[src/rtl/expu_sum_accumulator.sv]
// Softmax denominator accumulator: converts non-negative floats from the
// exponential unit to unsigned fixed point and sums them per vector.
module expu_sum_accumulator #(
  parameter int MANTISSA_BITS = 7,
  parameter int EXPONENT_BITS = 8,
  parameter int ACC_INT_BITS  = 8,
  parameter int ACC_FRAC_BITS = 16,
  parameter int COUNT_BITS    = 16,
  localparam int FLOAT_W      = MANTISSA_BITS + EXPONENT_BITS + 1,
  localparam int ACC_W        = ACC_INT_BITS + ACC_FRAC_BITS
) (
  input  logic                  clk_i,
  input  logic                  rst_ni,
  input  logic                  clear_i,
  input  logic                  valid_i,
  output logic                  ready_o,
  input  logic                  last_i,
  input  logic [FLOAT_W-1:0]    float_i,
  output logic                  sum_valid_o,
  input  logic                  sum_ready_i,
  output logic [ACC_W-1:0]      sum_o,
  output logic [COUNT_BITS-1:0] count_o,
  output logic                  overflow_o
);

  localparam int BIAS   = (1 << (EXPONENT_BITS - 1)) - 1;
  localparam int SIG_W  = MANTISSA_BITS + 1;
  localparam int WIDE_W = ACC_W + SIG_W;

  typedef enum logic {ACCUM, DONE} state_e;
  state_e state_q, state_d;

  logic [ACC_W-1:0]         acc_q;
  logic [COUNT_BITS-1:0]    count_q;
  logic                     ovf_q;

  logic [EXPONENT_BITS-1:0] exp_f;
  logic [SIG_W-1:0]         sig;
  logic                     unused_sign;
  logic [WIDE_W-1:0]        wide;
  logic [ACC_W-1:0]         term;
  logic                     term_sat;
  logic [ACC_W:0]           add_full;
  logic [ACC_W-1:0]         acc_nxt;
  logic                     add_sat;
  int                       shamt;

  // Exponential-unit outputs are non-negative; the sign bit is dropped.
  assign unused_sign = float_i[FLOAT_W-1];
  assign exp_f       = float_i[FLOAT_W-2 -: EXPONENT_BITS];
  assign sig         = {1'b1, float_i[MANTISSA_BITS-1:0]};

  always_comb begin
    term     = '0;
    term_sat = 1'b0;
    wide     = '0;
    shamt    = int'(exp_f) - BIAS - MANTISSA_BITS + ACC_FRAC_BITS;
    if (exp_f == '0) begin
      term = '0;
    end else if (exp_f == '1) begin
      term_sat = 1'b1;
    end else if (shamt >= ACC_W) begin
      term_sat = 1'b1;
    end else if (shamt >= 0) begin
      // Leading one can land above the accumulator; any such bit saturates.
      wide = WIDE_W'(sig) << shamt;
      if (|wide[WIDE_W-1:ACC_W]) term_sat = 1'b1;
      else                       term     = wide[ACC_W-1:0];
    end else if (-shamt < SIG_W) begin
      term = ACC_W'(sig >> (-shamt));
    end
    if (term_sat) term = '1;
  end

  assign add_full = {1'b0, acc_q} + {1'b0, term};
  assign add_sat  = add_full[ACC_W] | term_sat;
  assign acc_nxt  = add_sat ? '1 : add_full[ACC_W-1:0];

  always_comb begin
    state_d     = state_q;
    ready_o     = 1'b0;
    sum_valid_o = 1'b0;
    case (state_q)
      ACCUM: begin
        ready_o = 1'b1;
        if (valid_i && last_i) state_d = DONE;
      end
      DONE: begin
        sum_valid_o = 1'b1;
        if (sum_ready_i) state_d = ACCUM;
      end
      default: state_d = ACCUM;
    endcase
    if (clear_i) state_d = ACCUM;
  end

  always_ff @(posedge clk_i or negedge rst_ni) begin
    if (!rst_ni) state_q <= ACCUM;
    else         state_q <= state_d;
  end

  always_ff @(posedge clk_i or negedge rst_ni) begin
    if (!rst_ni) begin
      acc_q   <= '0;
      count_q <= '0;
      ovf_q   <= 1'b0;
    end else if (clear_i || (state_q == DONE && sum_ready_i)) begin
      acc_q   <= '0;
      count_q <= '0;
      ovf_q   <= 1'b0;
    end else if (state_q == ACCUM && valid_i) begin
      acc_q   <= acc_nxt;
      ovf_q   <= ovf_q | add_sat;
      if (count_q != '1) count_q <= count_q + 1'b1;
    end
  end

  assign sum_o      = acc_q;
  assign count_o    = count_q;
  assign overflow_o = ovf_q;

endmodule
[config.mk]
export PLATFORM = sky130hd
export DESIGN_NAME = expu_sum_accumulator
export DESIGN_NICKNAME = d
export VERILOG_FILES = /design/src/rtl/expu_sum_accumulator.sv
export SDC_FILE = /design/constraint.sdc
export NUM_CORES = 1
export LEC_CHECK = 0
export BUFFER_PORTS_ARGS = -buffer_cell sky130_fd_sc_hd__buf_2
export CORE_ASPECT_RATIO = 1.4
export CORE_UTILIZATION = 40
export CTS_CLUSTER_DIAMETER = 30
export DETAILED_ROUTE_END_ITERATION = 6
export GPL_ROUTABILITY_DRIVEN = 0
export HOLD_SLACK_MARGIN = 0.15
export PLACE_DENSITY = 0.57
export RECOVER_POWER = 100
export SYNTH_ARGS = -nofsm -noshare
export SYNTH_HDL_FRONTEND = slang
export SYNTH_SLANG_ARGS = --single-unit
[constraint.sdc]
create_clock -name clk_i -period 5.3 [get_ports clk_i]
set_clock_uncertainty 0.1 [all_clocks]
set_input_delay 0.53 -clock clk_i [delete_from_list [all_inputs] [get_ports clk_i]]
set_output_delay 0.53 -clock clk_i [all_outputs]
set_load 0.1 [all_outputs]
==> flow_metrics.py, run 1 <==
metrics = {
    "synthesis": {
        "syn-num-nets": 632,
        "ys_async_sr_fraction_pct": 100,
        "synthesis.area_mm2": 0.00467,
        "synth_seq_cells": 42,
        "avgSynthCellArea_um2": 8.13,
        "synth-edff-count": 0,
        "yosys_warnings": 0,
        "ys_types": 70,
        "netlist_instances": 574,
        "ys.flop_type": "dfrtp_1",
        "synth.yosys.seq_area_share_pct": 22.5,
    },
    "critical_path": {
        "crit_type": "in2reg",
        "reg2reg_slack_ns": 2.14,
        "rr_worst_depth": 11,
        "r2r_end": "sum_o[12]$_DFFE_PN0P_",
        "critPathMaxFanout": 8,
        "startpoint_type": "primary input",
        "regToRegStartpoint": "sum_o[17]$_DFFE_PN0P_",
        "cp-end-kind": "flip-flop",
        "crit_required_ns": 5.37,
        "arrival_ns": 5.75,
    },
    "clocking": {
        "cts.sinks": 42,
        "htree_levels": 2,
        "cts_root_buffer": "clkbuf_16",
        "cts_tree": "built",
        "clk_pin_slew_ns": 0.06,
        "cts_buffers": 5,
        "clock_path_buffers": 2,
        "clkLatencyLatePin_ns": 0.29,
    },
    "sta": {
        "final-hold-violation-count": 0,
        "rsz0062_at_grt": "true",
        "fmax_mhz": 176,
        "finalCriticalPeriod_ns": 5.68,
        "setup_slack_ns": -0.385,
        "max_slew_margin_pct": -53.0,
        "fin_setup_tns_ns": -8.87,
        "worstMarginPinSlew_ns": 2.29,
        "setup_viol": 25,
        "slew_viol_final": 43,
        "min_period_over_period_pct": 107,
        "whs_ns": 0.382,
    },
    "place": {
        "dp.cells": 872,
        "hpwl_um": 12000,
        "numPortBuffers": 63,
        "place_area_mm2": 0.00602,
    },
    "die": {
        "dieWidth_um": 93.3,
        "coreArea_mm2": 0.0113,
        "die_area_mm2": 0.0121,
        "dieHeight_um": 130,
        "boundaryPins": 65,
        "start_util_pct": 41.2,
        "placementRows": 46,
    },
    "finish": {
        "layout_commonest_cell": "buf_4",
        "n_antenna_cell": 0,
        "nFillCells": 1097,
        "final-instance-count-excl-fill": 894,
        "design_area_mm2": 0.00641,
        "final_cell_mix": "129 x buf_4, 53 x nor2_1, 45 x clkbuf_1",
        "area_growth_syn_to_layout_pct": 37.3,
        "utilization_pct": 56.5,
        "drive_gt1_share_pct": 29.1,
        "layout.nets": 807,
    },
    "run_status": {
        "outcome": "finished, violations left",
        "violations": "capacitance limit, slew limit, setup timing",
    },
    "min_path": {
        "hold_start": "overflow_o$_DFFE_PN0P_",
        "hold-path-cell-count": 1,
        "worstHoldPathType": "reg2reg",
        "hold_end": "overflow_o$_DFFE_PN0P_",
    },
    "route": {
        "drt-initial-drc-count": 163,
        "totalWireLength_um": 15800,
        "routed-via-count": 5244,
        "drc_errors": 0,
        "ant_nets": 0,
        "dr.pass1.iters": 5,
        "routed_via_density": 5.87,
        "wl_per_cell_um": 17.7,
    },
    "job": {
        "maxCapViolations": 1,
    },
    "global_routing": {
        "grt_pass1_wl_um": 25700,
        "grt_pass1_vias": 5259,
        "antenna_found_initial": 0,
        "grt_max_degree": 43,
        "grt_util_all_layers_pct": 26.9,
        "grt.overflow.total": 0,
    },
    "pwr": {
        "peakVddDrop_mv": 0.534,
        "powerDensity_mw_per_mm2": 527,
        "p_leak_nw": 2.81,
    },
}
-- worst max-delay path, stage by stage --
cell and delay [ns]:
buf_12 0.11, ha_4 0.18, xor2_4 0.19, a22oi_2 0.11, or4b_4 0.55, nor4b_4 0.28, a221o_1 0.19, nand3_1 0.09
ha_1 0.29, nand4b_1 0.12, nor4_2 0.15, nand3_1 0.13, nor3_2 0.19, nand4_1 0.18, buf_6 0.18, o211ai_1 0.23
ha_2 0.36, a21oi_2 0.16, and2_4 0.19, a211oi_4 0.07, o21ai_2 0.22, o31ai_4 0.10, a2111oi_4 0.28, buf_4 0.19
a21oi_4 0.06, buf_6 0.16, a221o_1 0.27
-- worst max-delay path by stage --
stage | from | endpoint | slack (ns) | depth (start not counted)
3_5_place_dp | float_i[7] | sum_o[2]$_DFFE_PN0P_ | -1.14 | 26
3_3_place_gp | float_i[7] | sum_o[3]$_DFFE_PN0P_ | -0.96 | 26
2_1_floorplan | float_i[7] | sum_o[20]$_DFFE_PN0P_ | -0.77 | 30
5_1_grt | float_i[7] | sum_o[12]$_DFFE_PN0P_ | -0.73 | 28
6_report | float_i[7] | sum_o[12]$_DFFE_PN0P_ | -0.38 | 27
4_1_cts | float_i[8] | sum_o[12]$_DFFE_PN0P_ | -0.35 | 28
-- what timing repair did --
action | 4_1_cts | 5_1_grt
setup buffers | 10 | 4
hold buffers | 0 | 0
gates resized for setup | 37 | 6
pin swaps | 31 | 7
endpoints found under the setup margin | 25 | 25
gates cloned | 1 | 0
-- routing by layer --
| layer | part of all wire [%] | track usage, % | vias up |
|---|---|---|---|
| met5 | 0 | 0 | - |
| met4 | 5.0 | 13.6 | 0 |
| li1 | - | - | 2509 |
| met1 | 40 | 30.4 | 2518 |
| met2 | 51 | 49.1 | 153 |
| met3 | 4.2 | 3.55 | 64 |
-- through the flow --
stage                     setup slack (ns)  total power, mW
final                               -0.385             3.38
after global routing                -0.725             3.59
after CTS                           -0.348             3.37
after detailed placement             -1.14             2.95
after global placement              -0.964             2.92
after floorplan                     -0.775             2.24
-- state kept, by name (all words and copies together) (netlist names) --
signal and count:
overflow_o 1, sum_o 24, state_q 1, count_o 16
-- power by group --
| group | switching (mW) | internal (mW) |
|---|---|---|
| clock network | 0.130 | 0.175 |
| logic | 1.61 | 0.952 |
| registers | 0.0966 | 0.410 |
| total | 1.84 | 1.54 |
-- synthesized netlist by cell type (9+ instances only) --
cell type  instances  share of area [%]
nor2b_1           11                1.5
a221o_1           22                4.7
o21a_1            10                1.6
nand2_1           40                3.2
xor2_1            19                3.6
a21o_1            15                2.4
clkbuf_1          16                1.3
nor3_1            18                1.9
ha_1              35                9.4
dfrtp_1           42                 23
and3_1            10                1.3
nand3_1           22                2.4
o211ai_1           9                1.4
a21oi_1           41                4.4
nor2_1            53                4.3
xnor2_1           24                4.5
o21ai_0           43                4.6
a31oi_1            9                1.2
inv_1             13                1.0
-- cell families (layout without fill, tap and decap cells) --
kind of cell | Yosys count | count (layout) | synth area share (%)
simple gates | 210 | 210 | 23.6
compound gates | 190 | 191 | 29.1
xor+xnor | 45 | 45 | 8.76
buf+inv | 44 | 219 | 4.15
flops | 42 | 42 | 22.5
fa+ha+maj | 36 | 36 | 9.81
mux | 7 | 7 | 2.04
-- area by class of cell --
class / count / area (um^2) / area share (%)
sequential: 42 / 1050 / 16.4
clock buffer: 6 / 129 / 2.01
timing repair buffer: 198 / 1330 / 20.7
tap: 144 / 180 / 2.81
multi-input combinational: 489 / 3650 / 57.0
inverter: 13 / 56.3 / 0.878
clock inverter: 2 / 13.8 / 0.215
Power figures use the tool's default switching activity.
==> run 2: changes to the inputs <==
==> constraint.sdc (replaced) <==
create_clock -name clk_i -period 5.3 [get_ports clk_i]
set_clock_uncertainty 0.1 [all_clocks]
set_input_delay 0.265 -clock clk_i [delete_from_list [all_inputs] [get_ports clk_i]]
set_output_delay 0.265 -clock clk_i [all_outputs]
set_load 0.1 [all_outputs]
==> run 2 against run 1 <==
  * The run still ends with capacitance limit, slew limit, setup timing left
  * Die area stayed put
  * Final area is 0.66% lower
  * Worst setup slack better by 0.29 ns
  * Power is 1.2% lower
  * Via count is 3.1% lower
  * Sequential power hardly changed
  * Combinational power is 4% lower
  * First-iteration DRC count is 44% higher
  * Fmax is 5.4% higher
  * Core utilization is 0.38 points lower
  * Hold slack worse by 0.15 ns
  * Global-route usage is 1.0 points lower
  * Critical path type unchanged
  * Largest power group unchanged
==> flow_metrics.py, run 2 (synthesis gave the netlist of run 1 again) <==
metrics = {
    "critical_path": {
        "rr_worst_depth": 11,
        "startpoint_type": "primary input",
        "crit_required_ns": 5.37,
        "critPathMaxFanout": 4,
        "cp-end-kind": "flip-flop",
        "crit_type": "in2reg",
        "crit_top_cell": "buf_4",
        "cp_slowest_stage_delay_ns": 0.49,
        "crit_slowest_cell": "or4_4",
        "arrival_ns": 5.46,
    },
    "die": {
        "coreArea_mm2": 0.0113,
        "dieHeight_um": 130,
        "placementRows": 46,
        "start_util_pct": 41.2,
        "dieWidth_um": 93.3,
        "boundaryPins": 65,
        "die_area_mm2": 0.0121,
    },
    "route": {
        "ant_nets": 0,
        "wl_per_cell_um": 17.8,
        "drc_errors": 0,
        "dr.pass1.iters": 5,
        "routed-via-count": 5080,
        "routed_via_density": 5.83,
        "drt-initial-drc-count": 235,
        "totalWireLength_um": 15500,
    },
    "clocking": {
        "htree_levels": 2,
        "clkLatencyLatePin_ns": 0.29,
        "cts_tree": "built",
        "cts.sinks": 42,
        "clk_pin_slew_ns": 0.06,
        "cts_buffers": 5,
        "clock_path_buffers": 2,
        "cts_root_buffer": "clkbuf_16",
    },
    "global_routing": {
        "grt.overflow.total": 0,
        "grt_pass1_wl_um": 24600,
        "antenna_found_initial": 0,
        "grt_util_all_layers_pct": 25.9,
        "grt_pass1_vias": 4932,
        "grt_max_degree": 43,
    },
    "min_path": {
        "hold-path-cell-count": 4,
        "worstHoldPathType": "in2reg",
    },
    "sta": {
        "fin_setup_tns_ns": -1.55,
        "min_period_over_period_pct": 102,
        "setup_viol": 24,
        "max_slew_margin_pct": -62.0,
        "fmax_mhz": 185,
        "whs_ns": 0.235,
        "worstMarginPinSlew_ns": 2.43,
        "slew_viol_final": 43,
        "setup_slack_ns": -0.0940,
        "final-hold-violation-count": 0,
        "rsz0062_at_grt": "true",
        "finalCriticalPeriod_ns": 5.39,
    },
    "finish": {
        "design_area_mm2": 0.00637,
        "ff_latch_area_mm2": 0.00105,
        "layout_commonest_cell": "buf_4",
        "largest_reg_flops": 24,
        "utilization_pct": 56.2,
        "multi_input_area_mm2": 0.00374,
        "drive_gt1_share_pct": 27.7,
        "area_growth_syn_to_layout_pct": 36.4,
        "final_cell_mix": "102 x buf_4, 53 x nor2_1, 45 x clkbuf_1",
        "layout.nets": 785,
        "n_antenna_cell": 0,
        "nFillCells": 1049,
    },
    "place": {
        "place_area_mm2": 0.00582,
        "numPortBuffers": 63,
        "hpwl_um": 11600,
    },
    "pwr": {
        "p_leak_nw": 2.72,
        "powerDensity_mw_per_mm2": 524,
        "peakVddDrop_mv": 0.570,
        "finalPower_mw": 3.34,
    },
    "run_status": {
        "violations": "capacitance limit, slew limit, setup timing",
        "outcome": "finished, violations left",
    },
    "job": {
        "maxCapViolations": 1,
    },
}
run 2: changes by cell type in the layout (fill, tap and decap cells not counted), sizes merged:
cell / delta
bufinv: +1
clkinvlp: +1
dlygate4sd3: +3
buf: -25
clkinv: -2
run 2: metal layers:
metal / vias up / share of wire (%) / track usage, %
met1: 2456 / 40 / 29.9
met2: 127 / 53 / 48.4
met4: 0 / 2.6 / 10.2
met3: 29 / 3.6 / 2.56
li1: 2468 / - / -
met5: - / 0 / 0
run 2: stage by stage:
stage          std cells  setup WS (ns)
2_1_floorplan        574         -0.510
3_3_place_gp         844         -0.714
3_5_place_dp         844         -0.816
4_1_cts              867         -0.138
5_1_grt              872         -0.438
6_report             872        -0.0940
run 2: where the power goes:
| group | switching, mW | total [mW] | internal [mW] |
|---|---|---|---|
| Combinational | 1.58 | 2.47 | 0.887 |
| Sequential | 0.0957 | 0.505 | 0.410 |
| Clock | 0.135 | 0.358 | 0.223 |
| Total | 1.82 | 3.34 | 1.52 |
run 2: worst paths after layout:
check                      slack, ns                       to              startpoint
max                            -0.09    sum_o[14]$_DFFE_PN0P_              float_i[8]
max in group asynchronous       2.55  count_o[15]$_DFFE_PN0P_                  rst_ni
max reg2reg                     2.18    sum_o[12]$_DFFE_PN0P_   sum_o[17]$_DFFE_PN0P_
min reg2reg                     0.39   overflow_o$_DFFE_PN0P_  overflow_o$_DFFE_PN0P_
min                             0.23   count_o[1]$_DFFE_PN0P_                 clear_i
min in group asynchronous       1.16     sum_o[3]$_DFFE_PN0P_                  rst_ni
run 2: worst max-delay path: cells and delay by family:
kind / cells / cell delay (ns)
AOI/OAI and AO/OA: 7 / 1.28
xor gates and xnor gates: 1 / 0.13
adders and majority gates: 4 / 1.04
buffers and inverters: 7 / 0.79
and+or+nand+nor: 12 / 1.97
run 2: what timing repair did:
action                                  CTS  global route
setup buffers                            11             5
hold buffers                              3             0
resized for setup                        37            20
cloned                                    1             0
endpoints found under the setup margin   25            25
pin swaps                                31            25
hold endpoints to repair                 43             0
run 2: cell type report:
cell class / instances / share of cell area (%)
flip-flops and latches: 42 / 16.5
clock buffers: 6 / 2.02
clock inverters: 2 / 0.590
inverters: 13 / 0.884
multi-input cells: 489 / 58.7
well taps: 144 / 2.83
repair buffers: 176 / 18.5
